`src/rtl/mash_ncn_combiner.sv`:
```
// MASH 1-1-1 noise-cancellation combiner: forms y = q1 + (1-z^-1)q2 + (1-z^-1)^2 q3,
// adds it to the integer divide word and delivers a clamped, registered divider ratio.
module mash_ncn_combiner #(
  parameter int unsigned P_INT_WIDTH = 8,
  parameter int unsigned P_MIN_DIV   = 8
) (
  input  logic                   i_clk,
  input  logic                   i_rst_n,
  input  logic                   i_en,
  input  logic                   i_clr,
  input  logic                   i_quantize1,
  input  logic                   i_quantize2,
  input  logic                   i_quantize3,
  input  logic [P_INT_WIDTH-1:0] i_int_div,
  input  logic                   i_clr_ovf,
  output logic [3:0]             o_offset,
  output logic [P_INT_WIDTH-1:0] o_div_ratio,
  output logic                   o_div_valid,
  output logic                   o_ovf
);

  localparam int unsigned Y_W   = 5;
  localparam int unsigned SUM_W = P_INT_WIDTH + 2;
  localparam int unsigned CNT_W = 2;

  localparam logic signed [SUM_W-1:0] MIN_S = SUM_W'(P_MIN_DIV);
  localparam logic signed [SUM_W-1:0] MAX_S = SUM_W'((2 ** P_INT_WIDTH) - 1);
  localparam logic [CNT_W-1:0]        WARM  = CNT_W'(2);

  logic                    q2_d1;
  logic                    q3_d1;
  logic                    q3_d2;
  logic [CNT_W-1:0]        warm_cnt;

  logic signed [Y_W-1:0]   y_c;
  logic signed [SUM_W-1:0] sum_c;
  logic                    clamp_lo_c;
  logic                    clamp_hi_c;
  logic                    tick_c;

  // Offset and widened sum; modulo-32 arithmetic yields the correct signed y in -3..+4.
  always_comb begin
    y_c = Y_W'(i_quantize1) + Y_W'(i_quantize2) - Y_W'(q2_d1)
        + Y_W'(i_quantize3) - Y_W'({q3_d1, 1'b0}) + Y_W'(q3_d2);
    sum_c = $signed({2'b00, i_int_div}) + $signed({{(SUM_W-Y_W){y_c[Y_W-1]}}, y_c});
    clamp_lo_c = (sum_c < MIN_S);
    clamp_hi_c = (sum_c > MAX_S);
    tick_c     = i_en && !i_clr;
  end

  // History and warm-up tracking; clear outranks the modulator tick.
  always_ff @(posedge i_clk or negedge i_rst_n) begin
    if (!i_rst_n) begin
      q2_d1    <= 1'b0;
      q3_d1    <= 1'b0;
      q3_d2    <= 1'b0;
      warm_cnt <= '0;
    end else if (i_clr) begin
      q2_d1    <= 1'b0;
      q3_d1    <= 1'b0;
      q3_d2    <= 1'b0;
      warm_cnt <= '0;
    end else if (i_en) begin
      q2_d1 <= i_quantize2;
      q3_d2 <= q3_d1;
      q3_d1 <= i_quantize3;
      if (warm_cnt != WARM) begin
        warm_cnt <= warm_cnt + CNT_W'(1);
      end
    end
  end

  // Registered divider outputs.
  always_ff @(posedge i_clk or negedge i_rst_n) begin
    if (!i_rst_n) begin
      o_offset    <= '0;
      o_div_ratio <= P_INT_WIDTH'(P_MIN_DIV);
      o_div_valid <= 1'b0;
    end else begin
      o_div_valid <= 1'b0;
      if (tick_c) begin
        o_offset    <= y_c[3:0];
        o_div_valid <= (warm_cnt == WARM);
        if (clamp_lo_c) begin
          o_div_ratio <= P_INT_WIDTH'(P_MIN_DIV);
        end else if (clamp_hi_c) begin
          o_div_ratio <= '1;
        end else begin
          o_div_ratio <= sum_c[P_INT_WIDTH-1:0];
        end
      end
    end
  end

  // Sticky overflow; a clamp on the same edge beats the clear.
  always_ff @(posedge i_clk or negedge i_rst_n) begin
    if (!i_rst_n) begin
      o_ovf <= 1'b0;
    end else if (tick_c && (clamp_lo_c || clamp_hi_c)) begin
      o_ovf <= 1'b1;
    end else if (i_clr_ovf) begin
      o_ovf <= 1'b0;
    end
  end

endmodule
```
`config.mk`:
```
export PLATFORM = sky130hd
export DESIGN_NAME = mash_ncn_combiner
export DESIGN_NICKNAME = d
export VERILOG_FILES = /design/src/rtl/mash_ncn_combiner.sv
export SDC_FILE = /design/constraint.sdc
export NUM_CORES = 1
export LEC_CHECK = 0
export ABC_AREA = 0
export BUFFER_PORTS_ARGS = -buffer_cell sky130_fd_sc_hd__buf_4
export CORE_MARGIN = 2
export CORE_UTILIZATION = 49
export CTS_CLUSTER_DIAMETER = 80
export CTS_CLUSTER_SIZE = 16
export DETAILED_ROUTE_END_ITERATION = 10
export GPL_TIMING_DRIVEN = 0
export HOLD_SLACK_MARGIN = 0.1
export PLACE_DENSITY = 0.76
export SYNTH_ARGS = -nofsm -noshare
export SYNTH_HDL_FRONTEND = slang
export SYNTH_SLANG_ARGS = --single-unit
```
`constraint.sdc`:
```
create_clock -name i_clk -period 3.3 [get_ports i_clk]
set_input_delay 0.33 -clock i_clk [delete_from_list [all_inputs] [get_ports i_clk]]
set_output_delay 0.33 -clock i_clk [all_outputs]
set_load 0.01 [all_outputs]
```
==> results.txt <==
The number of H-tree levels came out at 1. The post-layout worst setup margin is -0.468 ns. The number of remaining DRC errors came out at 0.

After clock tree synthesis, the clock-pin slew on the worst setup and hold paths is 0.12 ns. The clock buffer count from CTS came out at 3. The area of the multi-input gates came out at 1040 um^2. The final cycle utilization of the critical path came out at 114%. Counting stages on the worst path, the most repeated cell is ha_4.

The minimum clock period came out at 3.77 ns. The post-detailed-placement half-perimeter wirelength is 2.55 mm. Setup repair after global routing could not meet its margin everywhere. The CTS tree is built. The final route contains 1327 vias. The path with the worst hold slack has its endpoint at q3_d1$_DFFE_PN0P_. The global placer's final weighted congestion came out at 0.842. In the final design database the tool counted 231 nets. The post-synth net total is 186.

Summed over all layers, the routed wires come to 3.59 mm. The path type of the worst setup path is reg2reg. The number of instances in the synthesized netlist came out at 155. Averaged over all synthesized cells, the footprint is 9.31 um^2. Across every metal layer, demand over resource in global routing totals 21.4%. The number of sinks handled by clock tree synthesis came out at 19.

In this run the critical register-to-register path is captured at o_ovf$_DFFE_PN0P_. The count of flip-flops with a built-in enable after synthesis came out at 0. The top fanout value on the critical path came out at 5. The ratio of cells with drive above 1 in the final layout came out at 43.2%. The worst hold path begins at i_clr. The maximum number of pins on one net before global-route repair is 20. The maximum ir drop on the vdd rail came out at 0.371 mV.

In this run the critical register-to-register path is launched from q2_d1$_DFFE_PN0P_. The share of the synthesized netlist area taken by xor and xnor gates came out at 2.43%. The insertion delay to the later sink of the worst-skew pair is 0.30 ns. Before antenna repair, the detailed router went through 6 iterations. The area of the core is 2780 um^2.

The register area share after synthesis came out at 33.0%. In the layout the commonest cells are 39 x buf_4, 21 x nor2_1, 18 x dfrtp_1. The number of standard-cell rows in the floorplan came out at 19. Traced cell by cell, the critical path runs through ha_1 > inv_2 > ha_4 > fa_2 > ha_4 > inv_2 > fa_2 > ha_4 > a211oi_4 > buf_6 > buf_4 > nor3_4 > a32o_2 > nand3b_1 > a2bb2oi_2. Across the routed clock network, the largest skew measured is 0.0119 ns.

In this design, the stage delay of the slowest critical-path cell is 0.57 ns. Summing the areas of all compound-gate instances in the mapped netlist gives 21.0% of the synthesized area. The overall die area is 3390 um^2. The area of the mapped netlist came out at 1440 um^2. In the synthesized netlist, mux cells make up 3.12% of the area. Measured against its own limit, the worst slew margin works out to 63.3%. The via count of the first global-routing pass came out at 1253. The checks that failed: setup timing. The cell at the root of the clock tree is clkbuf_4. The measured slew at the worst slew-check pin is 0.550 ns. The worst hold path passes through 2 cells. The filler cells instantiated in the layout total 213. The sequential cell area in the final layout came out at 477 um^2.

Net switching is 37.8% of the power. The width of the chip is 58.3 um. The height of the die is 58.3 um. The final core utilization is 71.3%. The count of port buffers added during placement is 26. With fillers left out, the area of the finished cells amounts to 1980 um^2. The routed wire length per instance is 15.6 um.

The depth of the most critical reg-to-reg path came out at 15. The cell family contributing the most delay on the critical path is adder cells. For this block, the initial DRC count from the detailed router was 58. The effective utilization at floorplan came out at 51.9%. In this run the static leakage power is 0.000906 uW. Together, buffers and inverters on the worst path number 4. The data required time at the worst endpoint came out at 3.46 ns. The total of endpoints with negative setup slack in the final report came out at 9. The Yosys step of the flow raised 0 warnings. The number of hold violations in the final report is 0. The number of antenna violations at the first check in global routing is 0. The relative contribution of combinational cells to total power is 56.4%. The number of top-level pins came out at 30. The synthesized-area fraction occupied by adder cells came out at 15.1%. The type of origin of the critical path is a flop. The library cell used most frequently in the layout, excluding fill and tap cells, is buf_4.

STA classifies the critical path endpoint as a flop. By area, the combinational part of the netlist is dominated by compound AO/OA/AOI/OAI gates. The detail route stage leaves a number of antenna-violating nets equal to 0.

The portion of total power attributed to the clock network came out at 12.2%. The cell area after placement came out at 1710 um^2. The area growth from synthesis to layout came out at 37.4%. The maximum number of buffers from clock root to sink is 2. The netlist uses 47 different library cells. The fraction of registers with async set or reset after synthesis came out at 100%. The number of slew-limit violations in the final report came to 0. The remaining global-route overflow is 0. The tightest min-delay check is of the in2reg type. Synthesis inferred 19 register bits. The run finished, with violations left. Summing the areas of all and, or, nand and nor instances in the mapped netlist gives 19.3% of the synthesized area.

The reported max-cap violation count is 0. The data arrival time of the critical path came out at 3.93 ns. The internal reg-to-reg setup slack came out at -0.47 ns.

The global-route wire length before repair is 5.66 mm. The cell type of the slowest stage on the worst timing path is fa_2. In this run the power density over the cells is 483 nW/um^2. The most used flip-flop cell after synthesis is dfrtp_1. The share of total power dissipated in sequential elements is 31.4%. The number of antenna diodes is 0. Summed over all nets, the switching power comes to 362 uW. The achievable frequency is 0.265 GHz. After detailed routing, the number of vias per cell comes to 5.77. Internal power comes to 595 uW.
-- Yosys cell counts, types with 2 or more instances --
| cell | number | area share, % |
|---|---|---|
| mux2i_1 | 3 | 2.1 |
| xor2_1 | 2 | 1.2 |
| a211oi_4 | 2 | 2.8 |
| nor2_1 | 23 | 6.0 |
| o21ba_2 | 2 | 1.4 |
| inv_1 | 11 | 2.9 |
| nor3_1 | 3 | 1.0 |
| nand2b_1 | 3 | 1.3 |
| o31ai_1 | 2 | 1.0 |
| a21oi_1 | 5 | 1.7 |
| ha_1 | 11 | 9.5 |
| dfrtp_1 | 18 | 31 |
| xnor2_1 | 2 | 1.2 |
| buf_6 | 2 | 1.6 |
| fa_1 | 4 | 5.6 |
| or3_1 | 3 | 1.3 |
| and2_1 | 2 | 0.87 |
| nand2_1 | 14 | 3.6 |
| o21ai_1 | 2 | 0.69 |
| nand3_1 | 4 | 1.4 |
| o22ai_1 | 3 | 1.3 |
| a31oi_1 | 2 | 0.87 |
| clkbuf_1 | 3 | 0.78 |
| o21ai_0 | 6 | 2.1 |
-- sequential cells by signal (all words and copies together) (netlist names) --
| name | flops |
|---|---|
| q3_d1 | 1 |
| o_ovf | 1 |
| o_div_ratio | 8 |
| warm_cnt | 2 |
| q3_d2 | 1 |
| o_div_valid | 1 |
| q2_d1 | 1 |
| o_offset | 4 |
-- metrics by stage --
step | cells | total power, uW | hold slack [ns] | TNS, ns | setup slack, ns
floorplan | 155 | 579 | 0.0344 | -2.13 | -0.268
global placement | 212 | 700 | 0.212 | -4.64 | -0.556
detailed placement | 212 | 717 | 0.213 | -5.48 | -0.665
CTS | 225 | 897 | 0.231 | -3.33 | -0.413
global route | 230 | 1010 | 0.231 | -4.39 | -0.535
finish | 230 | 957 | 0.226 | -3.59 | -0.468
-- final cells by class --
type / count / share of cell area, %
Multi-Input combinational cell: 118 / 52.4
Sequential cell: 19 / 24.1
Timing Repair Buffer: 40 / 15.5
Buffer: 7 / 2.65
Inverter: 11 / 2.08
Tap cell: 31 / 1.96
Clock buffer: 3 / 1.14
Clock inverter: 1 / 0.253
-- power groups by stage --
stage | combinational (uW) | sequential [uW] | clock (uW)
floorplan | 260 | 320 | 0
global placement | 396 | 303 | 0
detailed placement | 411 | 307 | 0
CTS | 477 | 302 | 118
global route | 582 | 306 | 126
finish | 540 | 301 | 117
-- cells by family after synthesis --
family                   count (synthesis)
XOR/XNOR                                 4
buffers and inverters                   18
AO/OA/AOI/OAI                           36
multiplexers                             4
flip-flops                              19
AND/OR/NAND/NOR                         59
adder cells (fa/ha/maj)                 15
-- worst max path at each step --
stage	start	end	cells after the start
2_1_floorplan	q2_d1$_DFFE_PN0P_	o_div_ratio[3]$_DFFE_PN1P_	14
3_3_place_gp	i_quantize2	o_div_ratio[1]$_DFFE_PN0P_	17
3_5_place_dp	i_quantize2	o_div_ratio[0]$_DFFE_PN0P_	17
4_1_cts	q2_d1$_DFFE_PN0P_	o_div_ratio[0]$_DFFE_PN0P_	14
5_1_grt	q2_d1$_DFFE_PN0P_	o_div_ratio[5]$_DFFE_PN0P_	15
6_report	q2_d1$_DFFE_PN0P_	o_ovf$_DFFE_PN0P_	15
-- metal layers --
metal  vias to the layer above  track usage, %  wire, um
li1                        629               -         -
met1                       633            29.9      1550
met2                        61            35.3      1830
met5                         -               0         0
met4                         0            8.31        46
met3                         4           0.670       163
-- timing repair --
item,4_1_cts,5_1_grt
setup buffers,8,5
hold buffers,1,0
gates cloned,0,0
endpoints found under the setup margin,9,9
resized for setup,16,15
endpoints found under the hold margin,18,0
pin swaps,12,10
Note: power is estimated with default switching activity, not from simulation.
